## src/rtl/reg_file_pkg.sv

```systemverilog
// Shared constants, status type and pair-target helper for the parametrised register file.
package reg_file_pkg;

  localparam int DEF_W       = 16;
  localparam int DEF_DEPTH   = 8;
  localparam int DEF_SW      = 2;
  localparam int DEF_PAIR_HI = DEF_DEPTH - 1;
  localparam int DEF_PAIR_LO = DEF_DEPTH - 2;

  typedef logic [DEF_SW-1:0] status_t;

  typedef enum logic [1:0] {
    WR_NONE,
    WR_SINGLE,
    WR_PAIR
  } wr_kind_e;

  function automatic logic is_pair_target(input int unsigned a,
                                          input int unsigned hi,
                                          input int unsigned lo);
    return (a == hi) || (a == lo);
  endfunction

endpackage

```

## src/rtl/reg_file_mp_if.sv

```systemverilog
// Decode/writeback bus of the register file: write, pair, status, issue and read ports.
interface reg_file_mp_if #(
  parameter int W      = 16,
  parameter int DEPTH  = 8,
  parameter int NUM_RD = 2,
  parameter int SW     = 2
);
  localparam int AW = $clog2(DEPTH);

  logic                WriteEn;
  logic [AW-1:0]       Waddr;
  logic [W-1:0]        DataIn;
  logic                PairEn;
  logic [W-1:0]        HiIn;
  logic                StFlag;
  logic [SW-1:0]       StIn;
  logic                IssueEn;
  logic [AW-1:0]       IssueAddr;
  logic [NUM_RD*AW-1:0] Raddr;
  logic [NUM_RD*W-1:0] DataOut;
  logic [NUM_RD-1:0]   RdBusy;
  logic [DEPTH-1:0]    Busy;
  logic [SW-1:0]       S;

  modport master (
    output WriteEn, Waddr, DataIn, PairEn, HiIn, StFlag, StIn, IssueEn, IssueAddr, Raddr,
    input  DataOut, RdBusy, Busy, S
  );

  modport slave (
    input  WriteEn, Waddr, DataIn, PairEn, HiIn, StFlag, StIn, IssueEn, IssueAddr, Raddr,
    output DataOut, RdBusy, Busy, S
  );
endinterface

```

## src/rtl/reg_scoreboard.sv

```systemverilog
// Pending-write scoreboard: issue sets, completion clears, same-edge issue wins.
module reg_scoreboard #(
  parameter int DEPTH    = 8,
  parameter int ZERO_REG = 0
) (
  input  logic                     Clk,
  input  logic                     Reset,
  input  logic [DEPTH-1:0]         clr,
  input  logic                     IssueEn,
  input  logic [$clog2(DEPTH)-1:0] IssueAddr,
  output logic [DEPTH-1:0]         Busy
);

  logic [DEPTH-1:0] set;

  always_comb begin
    set = '0;
    if (IssueEn) set[IssueAddr] = 1'b1;
    if (ZERO_REG != 0) set[0] = 1'b0;
  end

  // Set applied after clear so a new producer keeps the register busy.
  always_ff @(posedge Clk or posedge Reset) begin
    if (Reset) Busy <= '0;
    else       Busy <= (Busy & ~clr) | set;
  end

endmodule

```

## src/rtl/reg_file_mp.sv

```systemverilog
// Parametrised multi-port register file with pair writes, status register and scoreboard.
// Optional write-through forwarding: define REG_FILE_BYPASS_EN.
module reg_file_mp
  import reg_file_pkg::*;
#(
  parameter int W        = DEF_W,
  parameter int DEPTH    = DEF_DEPTH,
  parameter int NUM_RD   = 2,
  parameter int SW       = DEF_SW,
  parameter int PAIR_HI  = DEPTH - 1,
  parameter int PAIR_LO  = DEPTH - 2,
  parameter int ZERO_REG = 0
) (
  input  logic          Clk,
  input  logic          Reset,
  reg_file_mp_if.slave  bus
);
  localparam int AW = $clog2(DEPTH);

  logic [W-1:0]     regs [DEPTH];
  logic [W-1:0]     wval [DEPTH];
  logic [DEPTH-1:0] wen;
  wr_kind_e         kind;

  always_comb begin
    kind = WR_NONE;
    if (bus.WriteEn) kind = bus.PairEn ? WR_PAIR : WR_SINGLE;
  end

  // Per-register write decode; shared by storage, scoreboard clear and forwarding.
  always_comb begin
    for (int unsigned i = 0; i < DEPTH; i++) begin
      wen[i]  = 1'b0;
      wval[i] = bus.DataIn;
      unique case (kind)
        WR_SINGLE: wen[i] = (bus.Waddr == AW'(i));
        WR_PAIR: begin
          wen[i] = is_pair_target(i, PAIR_HI, PAIR_LO);
          if (i == PAIR_HI) wval[i] = bus.HiIn;
        end
        default: ;
      endcase
      if (ZERO_REG != 0 && i == 0) wen[i] = 1'b0;
    end
  end

  always_ff @(posedge Clk or posedge Reset) begin
    if (Reset) begin
      for (int unsigned i = 0; i < DEPTH; i++) regs[i] <= '0;
    end else begin
      for (int unsigned i = 0; i < DEPTH; i++)
        if (wen[i]) regs[i] <= wval[i];
    end
  end

  always_ff @(posedge Clk or posedge Reset) begin
    if (Reset)           bus.S <= '0;
    else if (bus.StFlag) bus.S <= bus.StIn;
  end

  reg_scoreboard #(
    .DEPTH    (DEPTH),
    .ZERO_REG (ZERO_REG)
  ) u_sb (
    .Clk       (Clk),
    .Reset     (Reset),
    .clr       (wen),
    .IssueEn   (bus.IssueEn),
    .IssueAddr (bus.IssueAddr),
    .Busy      (bus.Busy)
  );

  always_comb begin : rd_mux
    logic [AW-1:0] ra;
    logic [W-1:0]  rd;
    logic          rb;
    bus.DataOut = '0;
    bus.RdBusy  = '0;
    for (int unsigned p = 0; p < NUM_RD; p++) begin
      ra = bus.Raddr[p*AW +: AW];
      rd = regs[ra];
      rb = bus.Busy[ra];
`ifdef REG_FILE_BYPASS_EN
      if (wen[ra]) begin
        rd = wval[ra];
        rb = 1'b0;
      end
`endif
      if (ZERO_REG != 0 && ra == '0) rd = '0;
      bus.DataOut[p*W +: W] = rd;
      bus.RdBusy[p]         = rb;
    end
  end

endmodule

```

## src/flat_wrapper.sv

```systemverilog
// flat-port wrapper written by rule: the top's interface ports become plain ports
module reg_file_mp_flat import reg_file_pkg::*;
#(
  parameter int W        = DEF_W,
  parameter int DEPTH    = DEF_DEPTH,
  parameter int NUM_RD   = 2,
  parameter int SW       = DEF_SW,
  parameter int PAIR_HI  = DEPTH - 1,
  parameter int PAIR_LO  = DEPTH - 2,
  parameter int ZERO_REG = 0
)
  (Clk, Reset, bus_WriteEn, bus_Waddr, bus_DataIn, bus_PairEn, bus_HiIn, bus_StFlag, bus_StIn, bus_IssueEn, bus_IssueAddr, bus_Raddr, bus_DataOut, bus_RdBusy, bus_Busy, bus_S);
  reg_file_mp_if #(.W(W), .DEPTH(DEPTH), .NUM_RD(NUM_RD), .SW(SW)) bus_i ();
  input  logic Clk;
  input  logic Reset;
  input wire logic [$bits(bus_i.WriteEn)-1:0] bus_WriteEn;
  input wire logic [$bits(bus_i.Waddr)-1:0] bus_Waddr;
  input wire logic [$bits(bus_i.DataIn)-1:0] bus_DataIn;
  input wire logic [$bits(bus_i.PairEn)-1:0] bus_PairEn;
  input wire logic [$bits(bus_i.HiIn)-1:0] bus_HiIn;
  input wire logic [$bits(bus_i.StFlag)-1:0] bus_StFlag;
  input wire logic [$bits(bus_i.StIn)-1:0] bus_StIn;
  input wire logic [$bits(bus_i.IssueEn)-1:0] bus_IssueEn;
  input wire logic [$bits(bus_i.IssueAddr)-1:0] bus_IssueAddr;
  input wire logic [$bits(bus_i.Raddr)-1:0] bus_Raddr;
  output wire logic [$bits(bus_i.DataOut)-1:0] bus_DataOut;
  output wire logic [$bits(bus_i.RdBusy)-1:0] bus_RdBusy;
  output wire logic [$bits(bus_i.Busy)-1:0] bus_Busy;
  output wire logic [$bits(bus_i.S)-1:0] bus_S;
  assign bus_i.WriteEn = bus_WriteEn;
  assign bus_i.Waddr = bus_Waddr;
  assign bus_i.DataIn = bus_DataIn;
  assign bus_i.PairEn = bus_PairEn;
  assign bus_i.HiIn = bus_HiIn;
  assign bus_i.StFlag = bus_StFlag;
  assign bus_i.StIn = bus_StIn;
  assign bus_i.IssueEn = bus_IssueEn;
  assign bus_i.IssueAddr = bus_IssueAddr;
  assign bus_i.Raddr = bus_Raddr;
  assign bus_DataOut = bus_i.DataOut;
  assign bus_RdBusy = bus_i.RdBusy;
  assign bus_Busy = bus_i.Busy;
  assign bus_S = bus_i.S;
  reg_file_mp #(.W(W), .DEPTH(DEPTH), .NUM_RD(NUM_RD), .SW(SW), .PAIR_HI(PAIR_HI), .PAIR_LO(PAIR_LO), .ZERO_REG(ZERO_REG)) u_core (.Clk(Clk), .Reset(Reset), .bus(bus_i));
endmodule
```

## config.mk

```make
export PLATFORM = sky130hd
export DESIGN_NAME = reg_file_mp_flat
export DESIGN_NICKNAME = d
export VERILOG_FILES = /design/src/rtl/reg_file_pkg.sv /design/src/rtl/reg_file_mp_if.sv /design/src/rtl/reg_scoreboard.sv /design/src/rtl/reg_file_mp.sv /design/src/flat_wrapper.sv
export SDC_FILE = /design/constraint.sdc
export NUM_CORES = 1
export LEC_CHECK = 0
export BUFFER_PORTS_ARGS = -buffer_cell sky130_fd_sc_hd__buf_4
export CAP_MARGIN = 0
export CORE_MARGIN = 2
export CORE_UTILIZATION = 53
export CTS_BUF_LIST = sky130_fd_sc_hd__clkbuf_2
export DETAILED_ROUTE_END_ITERATION = 7
export MAX_ROUTING_LAYER = met4
export PLACE_DENSITY = 0.74
export SLEW_MARGIN = 20
export SYNTH_ARGS = -nofsm -noshare
export SYNTH_HDL_FRONTEND = slang
export SYNTH_HIERARCHICAL = 1
export SYNTH_SLANG_ARGS = --single-unit
```

## constraint.sdc

```tcl
create_clock -name Clk -period 7.1 [get_ports Clk]
set_input_delay 1.42 -clock Clk [delete_from_list [all_inputs] [get_ports Clk]]
set_output_delay 1.42 -clock Clk [all_outputs]
set_load 0.005 [all_outputs]
```

==> results of run 1 <==
==> flip-flops by register name (all words and copies together) (netlist names) <==
name,count
u_core/u_sb/Busy,8
u_core/bus.S,2
u_core/regs,128
==> layout by cell type, fill, tap and decap left out <==
master / n
a21oi_1: 16
and3_2: 1
buf_4: 101
clkbuf_2: 22
clkinv_1: 4
clkinv_2: 3
dfrtp_1: 138
inv_1: 13
inv_4: 1
mux2_2: 148
mux2i_1: 16
mux4_2: 68
nand2_1: 4
nand2_2: 2
nand2b_1: 5
nand2b_4: 1
nand3b_1: 1
nand3b_2: 1
nand4_1: 1
nor2_1: 17
nor3b_4: 2
o21ai_2: 1
o22ai_1: 6
o32ai_2: 2
==> power groups by stage <==
stage / Sequential, mW / Combinational, mW / Clock (mW)
global placement: 1.08 / 0.581 / 0
detailed placement: 1.09 / 0.602 / 0
floorplan: 1.04 / 0.424 / 0
global route: 1.10 / 0.644 / 0.400
CTS: 1.07 / 0.604 / 0.361
finish: 1.08 / 0.597 / 0.344
==> stage by stage <==
stage	total power, mW	utilization, %	area, µm²	instances
2_1_floorplan	1.46	-	7440	480
4_1_cts	2.04	60.7	8350	754
3_5_place_dp	1.69	59.6	8210	725
6_report	2.02	60.7	8360	754
5_1_grt	2.14	60.7	8360	754
3_3_place_gp	1.66	59.6	8210	725
==> per-layer routing <==
metal  vias to the layer above  routed length (µm)  GRT usage, %
li1                       2010                   -             -
met1                      2444                7340          34.7
met2                       152                8830          40.5
met3                        20                 990          4.65
met4                         0                 222          8.84
met5                         -                   0             -
==> critical path, delay by kind of cell <==
kind	cells	cell delay, ns
buffers and inverters	2	0.68
multiplexers	2	0.88
==> worst max path at each step <==
stage,startpoint,to,depth (start not counted)
final,bus_Raddr[1],bus_DataOut[4],4
after floorplan,Reset,u_core/bus.S[0],1
after global placement,bus_Raddr[1],bus_DataOut[10],4
after CTS,bus_Raddr[1],bus_DataOut[10],4
after global routing,bus_Raddr[1],bus_DataOut[10],4
after detailed placement,bus_Raddr[1],bus_DataOut[10],4
==> final cells by class <==
| cell class | count | area (µm²) |
|---|---|---|
| fill | 1111 | 5420 |
| inverter | 14 | 55.1 |
| clock inverter | 7 | 30.0 |
| tap | 180 | 225 |
| timing repair buffer | 101 | 758 |
| multi-input combinational | 292 | 3720 |
| clock buffer | 22 | 110 |
| sequential | 138 | 3450 |
==> kinds of logic after synthesis <==
group                  after synthesis  synth area share (%)
buffers and inverters               50                  3.58
DFF                                138                  46.4
AOI/OAI and AO/OA                   25                  2.14
and+or+nand+nor                     35                  2.76
muxes                              232                  45.1
==> cells in the mapped netlist <==
master | count | area share [%]
a21oi_1 | 16 | 1.1
nand2b_4 | 1 | 0.18
clkbuf_2 | 1 | 0.067
nand3b_1 | 1 | 0.10
inv_1 | 14 | 0.71
clkbuf_1 | 6 | 0.30
o22ai_1 | 6 | 0.50
buf_2 | 11 | 0.74
buf_6 | 3 | 0.45
dfrtp_1 | 138 | 46
nand2_1 | 4 | 0.20
nor2_1 | 17 | 0.86
nand2b_1 | 5 | 0.42
nand4_1 | 1 | 0.084
nand2_2 | 2 | 0.17
o21ai_2 | 1 | 0.12
o32ai_2 | 2 | 0.44
mux4_2 | 68 | 21
and3_1 | 1 | 0.084
buf_4 | 11 | 1.1
nand3b_2 | 1 | 0.15
mux2i_1 | 16 | 2.2
mux2_2 | 148 | 22
nor3b_4 | 2 | 0.50
buf_1 | 4 | 0.20
==> summary.txt, run 1 <==
Setup path
  • Crit path DAT: 3.00 ns
  • Crit. End Element: output pin
  • Critical Path RT: 5.68 ns
  • Critical setup path kind: in2out
  • Crit-path most repeated cell: buf_4
  • Crit path max fanout: 34
  • Reg-to-reg slack, setup: 6.28 ns
  • Slowest cell on the critical path: mux4_2
  • Worst r2r path cells: 1
  • Worst R2R End: u_core/regs[36]
  • Critical path startpoint category: input pin
  • CP peak stage delay: 0.59 ns
  • Worst reg2reg startpoint: u_core/regs[36]
  • Crit path cell chain: buf_4 -> mux4_2 -> mux2_2 -> buf_4

Pwr
  • Power share of the clock group: 17.1%
  • Cell Int Power: 1.43 mW
  • Peak VDD IR: 140 µV
  • Lkg Pwr: 3.72 nW
  • Part of the power in registers: 53.4%
  • Sw Share: 28.9%
  • Logic pwr share: 29.6%
  • P_sw: 584 µW
  • Pwr Density: 241 nW/µm²

Synth
  • Syn Nets: 532
  • Register area share after synthesis: 46.4%
  • Syn Std Cell Area: 7440 µm²
  • Synth cell types: 25
  • Syn Area/Cell: 15.5 µm²
  • Number of synthesized register bits: 138
  • Cells after synthesis: 480
  • Synth Warn #: 6

Detailed routing
  • Post-Route WL: 17400 µm
  • Iter 0 DRT Violations: 312
  • DR WL/cell: 23.1 µm
  • Drt drc: 0
  • Pre-Repair DR Iteration Count: 4
  • Via count: 4626
  • Routed vias/inst: 6.14
  • Detail Route Antenna Nets: 0

STA
  • Min Tclk post-route: 4.42 ns
  • Skew final: 0 ns
  • Hold Violations, Final: 0
  • Fin worst setup slack: 2.68 ns
  • RSZ-0062 raised after global routing: false
  • Worst-Margin Slew: 1.15 ns
  • Post-Route Setup TNS: 0 ns
  • Final setup viols: 0
  • Max Slew Vio Count: 0
  • Highest Clock Rate: 0.226 GHz
  • Tcrit/Tclk final: 62.3%
  • Hold Worst Slack: 0.534 ns
  • Slew HR: 23.1%

Finish
  • Area Overhead vs Synth: 12.3%
  • Final net count: 616
  • Share of cells above drive strength 1: 61.5%
  • Antenna cells: 0

Job
  • Max cap viols: 0

Hold path
  • WHS Path Cells: 1
  • Hold Crit Start: u_core/bus.S[1]
  • Min-Delay Path Class: reg2reg
  • Hold Crit Endpoint: u_core/bus.S[1]

Clocking
  • Sink Count: 138
  • Clk buf depth: 2
  • Reg clk slew, reported paths: 0.15 ns
  • CTS tree: done
  • Total CTS buffers: 17
  • Post-CTS Setup Inserts: 0
  • Hold-fix buffers at CTS: 0
  • Post-cts repair resize count: 0
  • Worst-skew pair later-pin latency: 0.68 ns
  • Root buf cell: clkbuf_2
  • H-tree depth: 4

GRT
  • First-pass GRT wire length: 27600 µm
  • Largest net degree at the start of global routing: 70
  • Vias in the first global route: 4899
  • Grt total ovfl: 0
  • Gr usage total: 25.9%
  • Initial antenna violation count: 0

Floorplan
  • Core area: 13800 µm²
  • Site row count: 43
  • Die span in x: 122 µm
  • Die Area: 15000 µm²
  • Die height: 122 µm
  • Initial Utilization: 54.0%
  • I/O pin cnt: 96

Placement
  • Post-place setup slack: 2.64 ns
  • Gpl congestion: 0.786
  • Port Buffer Count: 95
  • DPL Wire Length: 10600 µm

Status
  • Status: finished clean
Note: power is estimated with default switching activity, not from simulation.
==> inputs of run 2 (changes only) <==
==> constraint.sdc (replaced) <==
create_clock -name Clk -period 4.4 [get_ports Clk]
set_input_delay 0.88 -clock Clk [delete_from_list [all_inputs] [get_ports Clk]]
set_output_delay 0.88 -clock Clk [all_outputs]
set_load 0.005 [all_outputs]
==> run 2 against run 1 <==
Net effect: die area stayed put; count of clock-buffer cells in the layout is 5 lower; combinational power is 62% higher; clock skew stayed put; first-iteration DRC count is 2.6% higher; sequential power is 60% higher; clock power is 94% higher; sequential cell count stayed put; critical path depth stayed put; hold slack worse by 0.44 ns; utilization is 0.58 points higher; sequential share of layout area is 0.39 points lower.
==> summary.txt, run 2 (synthesis results as in run 1) <==
Detailed routing
  • Pre-Repair DR Iteration Count: 4 (unchanged)
  • Drt drc: 0 (unchanged)
  • Routed vias/inst: 6.12 (-0.25%)
  • Via count: 4639 (+0.28%)
  • Iter 0 DRT Violations: 320 (+2.6%)
  • Post-Route WL: 17200 µm (-0.79%)
  • DR WL/cell: 22.7 µm (-1.3%)
  • Detail Route Antenna Nets: 0 (unchanged)

STA
  • Post-Route Setup TNS: 0 ns (unchanged)
  • Hold Violations, Final: 0 (unchanged)
  • Worst-Margin Slew: 1.14 ns (-0.00901 ns)
  • Highest Clock Rate: 0.298 GHz
  • RSZ-0062 raised after global routing: false
  • Skew final: 0 ns (unchanged)
  • Slew HR: 23.7% (+0.60 points)
  • Tcrit/Tclk final: 76.3%
  • Fin worst setup slack: 1.04 ns (-1.63 ns)
  • Max Slew Vio Count: 0 (unchanged)
  • Min Tclk post-route: 3.36 ns
  • Final setup viols: 0 (unchanged)

Finish
  • Multi-input gate area: 3720 µm² (about the same)
  • Commonest non-fill, non-tap cell in the layout: mux2_2
  • Largest Register: u_core/regs
  • Largest register FFs: 128 (unchanged)
  • Share of cells above drive strength 1: 61.2% (-0.25 points)
  • Final net count: 619 (+0.49%)
  • Area Overhead vs Synth: 13.3%
  • Fillers: 1106 (-0.45%)
  • Antenna cells: 0 (unchanged)
  • Register Area: 3450 µm² (unchanged)
  • Most frequent cells in the layout: mux2_2 (148), dfrtp_1 (138), buf_4 (104)
  • Largest regs: u_core/regs (128), u_core/u_sb/Busy (8), u_core/bus.S (2)

Floorplan
  • Die span in x: 122 µm (unchanged)
  • Initial Utilization: 54.0% (unchanged)
  • Die height: 122 µm (unchanged)
  • Die Area: 15000 µm² (unchanged)
  • Core area: 13800 µm² (unchanged)
  • Site row count: 43 (unchanged)
  • I/O pin cnt: 96 (unchanged)

Clocking
  • Reg clk slew, reported paths: 0.20 ns (+0.05 ns)
  • Sink Count: 138 (unchanged)
  • CTS tree: done
  • Root buf cell: clkbuf_2
  • Hold-fix buffers at CTS: 0 (unchanged)
  • H-tree depth: 4 (unchanged)
  • Clk buf depth: 2 (unchanged)
  • Post-CTS Setup Inserts: 0 (unchanged)
  • Post-cts repair resize count: 0 (unchanged)
  • Worst-skew pair later-pin latency: 0.67 ns (about the same)
  • Total CTS buffers: 17 (unchanged)

Placement
  • DPL Wire Length: 10700 µm (+0.31%)
  • Gpl congestion: 0.824 (+4.7%)
  • Port Buffer Count: 95 (unchanged)
  • Post-place setup slack: 1.02 ns (-1.62 ns)

GRT
  • Grt total ovfl: 0 (unchanged)
  • Vias in the first global route: 4918 (+0.39%)
  • Largest net degree at the start of global routing: 73 (+4.3%)
  • First-pass GRT wire length: 27300 µm (-1.1%)
  • Initial antenna violation count: 0 (unchanged)
  • Gr usage total: 25.8% (-0.16 points)

Setup path
  • Critical setup path kind: in2out
  • Critical Path RT: 3.52 ns (-2.16 ns)
  • Crit. End Element: output pin
  • Crit path DAT: 2.48 ns (-0.52 ns)
  • Critical path startpoint category: input pin
  • Crit path max fanout: 34 (unchanged)

Pwr
  • Sw Share: 28.2% (-0.71 points)
  • Power share of the clock group: 19.8% (+2.7 points)
  • Logic pwr share: 28.7% (-0.9 points)
  • Cell Int Power: 2.41 mW (+68%)
  • Part of the power in registers: 51.5% (-1.9 points)
  • P_sw: 950 µW (+63%)
  • Pwr Density: 399 nW/µm² (+65%)
  • Peak VDD IR: 205 µV (+47%)
  • Lkg Pwr: 3.75 nW (+0.64%)

Status
  • Status: finished clean

Hold path
  • Min-Delay Path Class: in2async

Job
  • Max cap viols: 0 (unchanged)
run 2: final cells by class:
cell class              instances  area share [%]
multi-input cells             292            44.2
flip-flops and latches        138            40.9
repair buffers                104            9.26
well taps                     180            2.67
clock inverters                13            1.32
clock buffers                  17            1.01
inverters                      14           0.653
run 2: worst paths after layout:
path	to	slack, ns	startpoint	depth (start not counted)
setup / recovery	bus_DataOut[10]	1.04	bus_Raddr[1]	4
hold / removal	u_core/u_sb/Busy[3]	0.1	Reset	2
hold reg to reg	u_core/bus.S[0]	0.53	u_core/bus.S[0]	1
setup reg to reg	u_core/regs[1]	3.57	u_core/regs[1]	2
max in group asynchronous	u_core/regs[56]	3.15	Reset	3
min in group Clk	u_core/u_sb/Busy[0]	0.37	bus_IssueAddr[2]	2
run 2: critical path, stage by stage:
cell    delay [ns]
buf_4         0.54
mux4_2        0.58
mux2_2        0.31
buf_4         0.14
run 2: per-stage QoR:
| stage | util [%] | std cells | total power [mW] | instance area [µm²] | hold WS [ns] |
|---|---|---|---|---|---|
| 2_1_floorplan | - | 480 | 2.36 | 7440 | 0.491 |
| 3_3_place_gp | 59.8 | 728 | 2.67 | 8240 | 0.492 |
| 3_5_place_dp | 59.8 | 728 | 2.73 | 8240 | 0.505 |
| 4_1_cts | 61.2 | 758 | 3.40 | 8440 | 0.0212 |
| 5_1_grt | 61.2 | 758 | 3.56 | 8440 | 0.0309 |
| 6_report | 61.2 | 758 | 3.36 | 8440 | 0.0990 |
run 2: power by group through the flow:
stage               sequential [mW]  combinational (mW)  clock (mW)
finish                         1.73               0.965       0.666
global route                   1.77                1.04       0.751
CTS                            1.73               0.975       0.697
detailed placement             1.76               0.970           0
global placement               1.73               0.939           0
floorplan                      1.68               0.684           0
run 2: routing by layer:
metal	vias to the layer above	part of all wire (%)	GRT usage, %
li1	2016	-	-
met1	2434	43	34.2
met2	161	49	40.5
met3	28	6.4	4.51
met4	0	1.9	9.34
met5	-	0	-
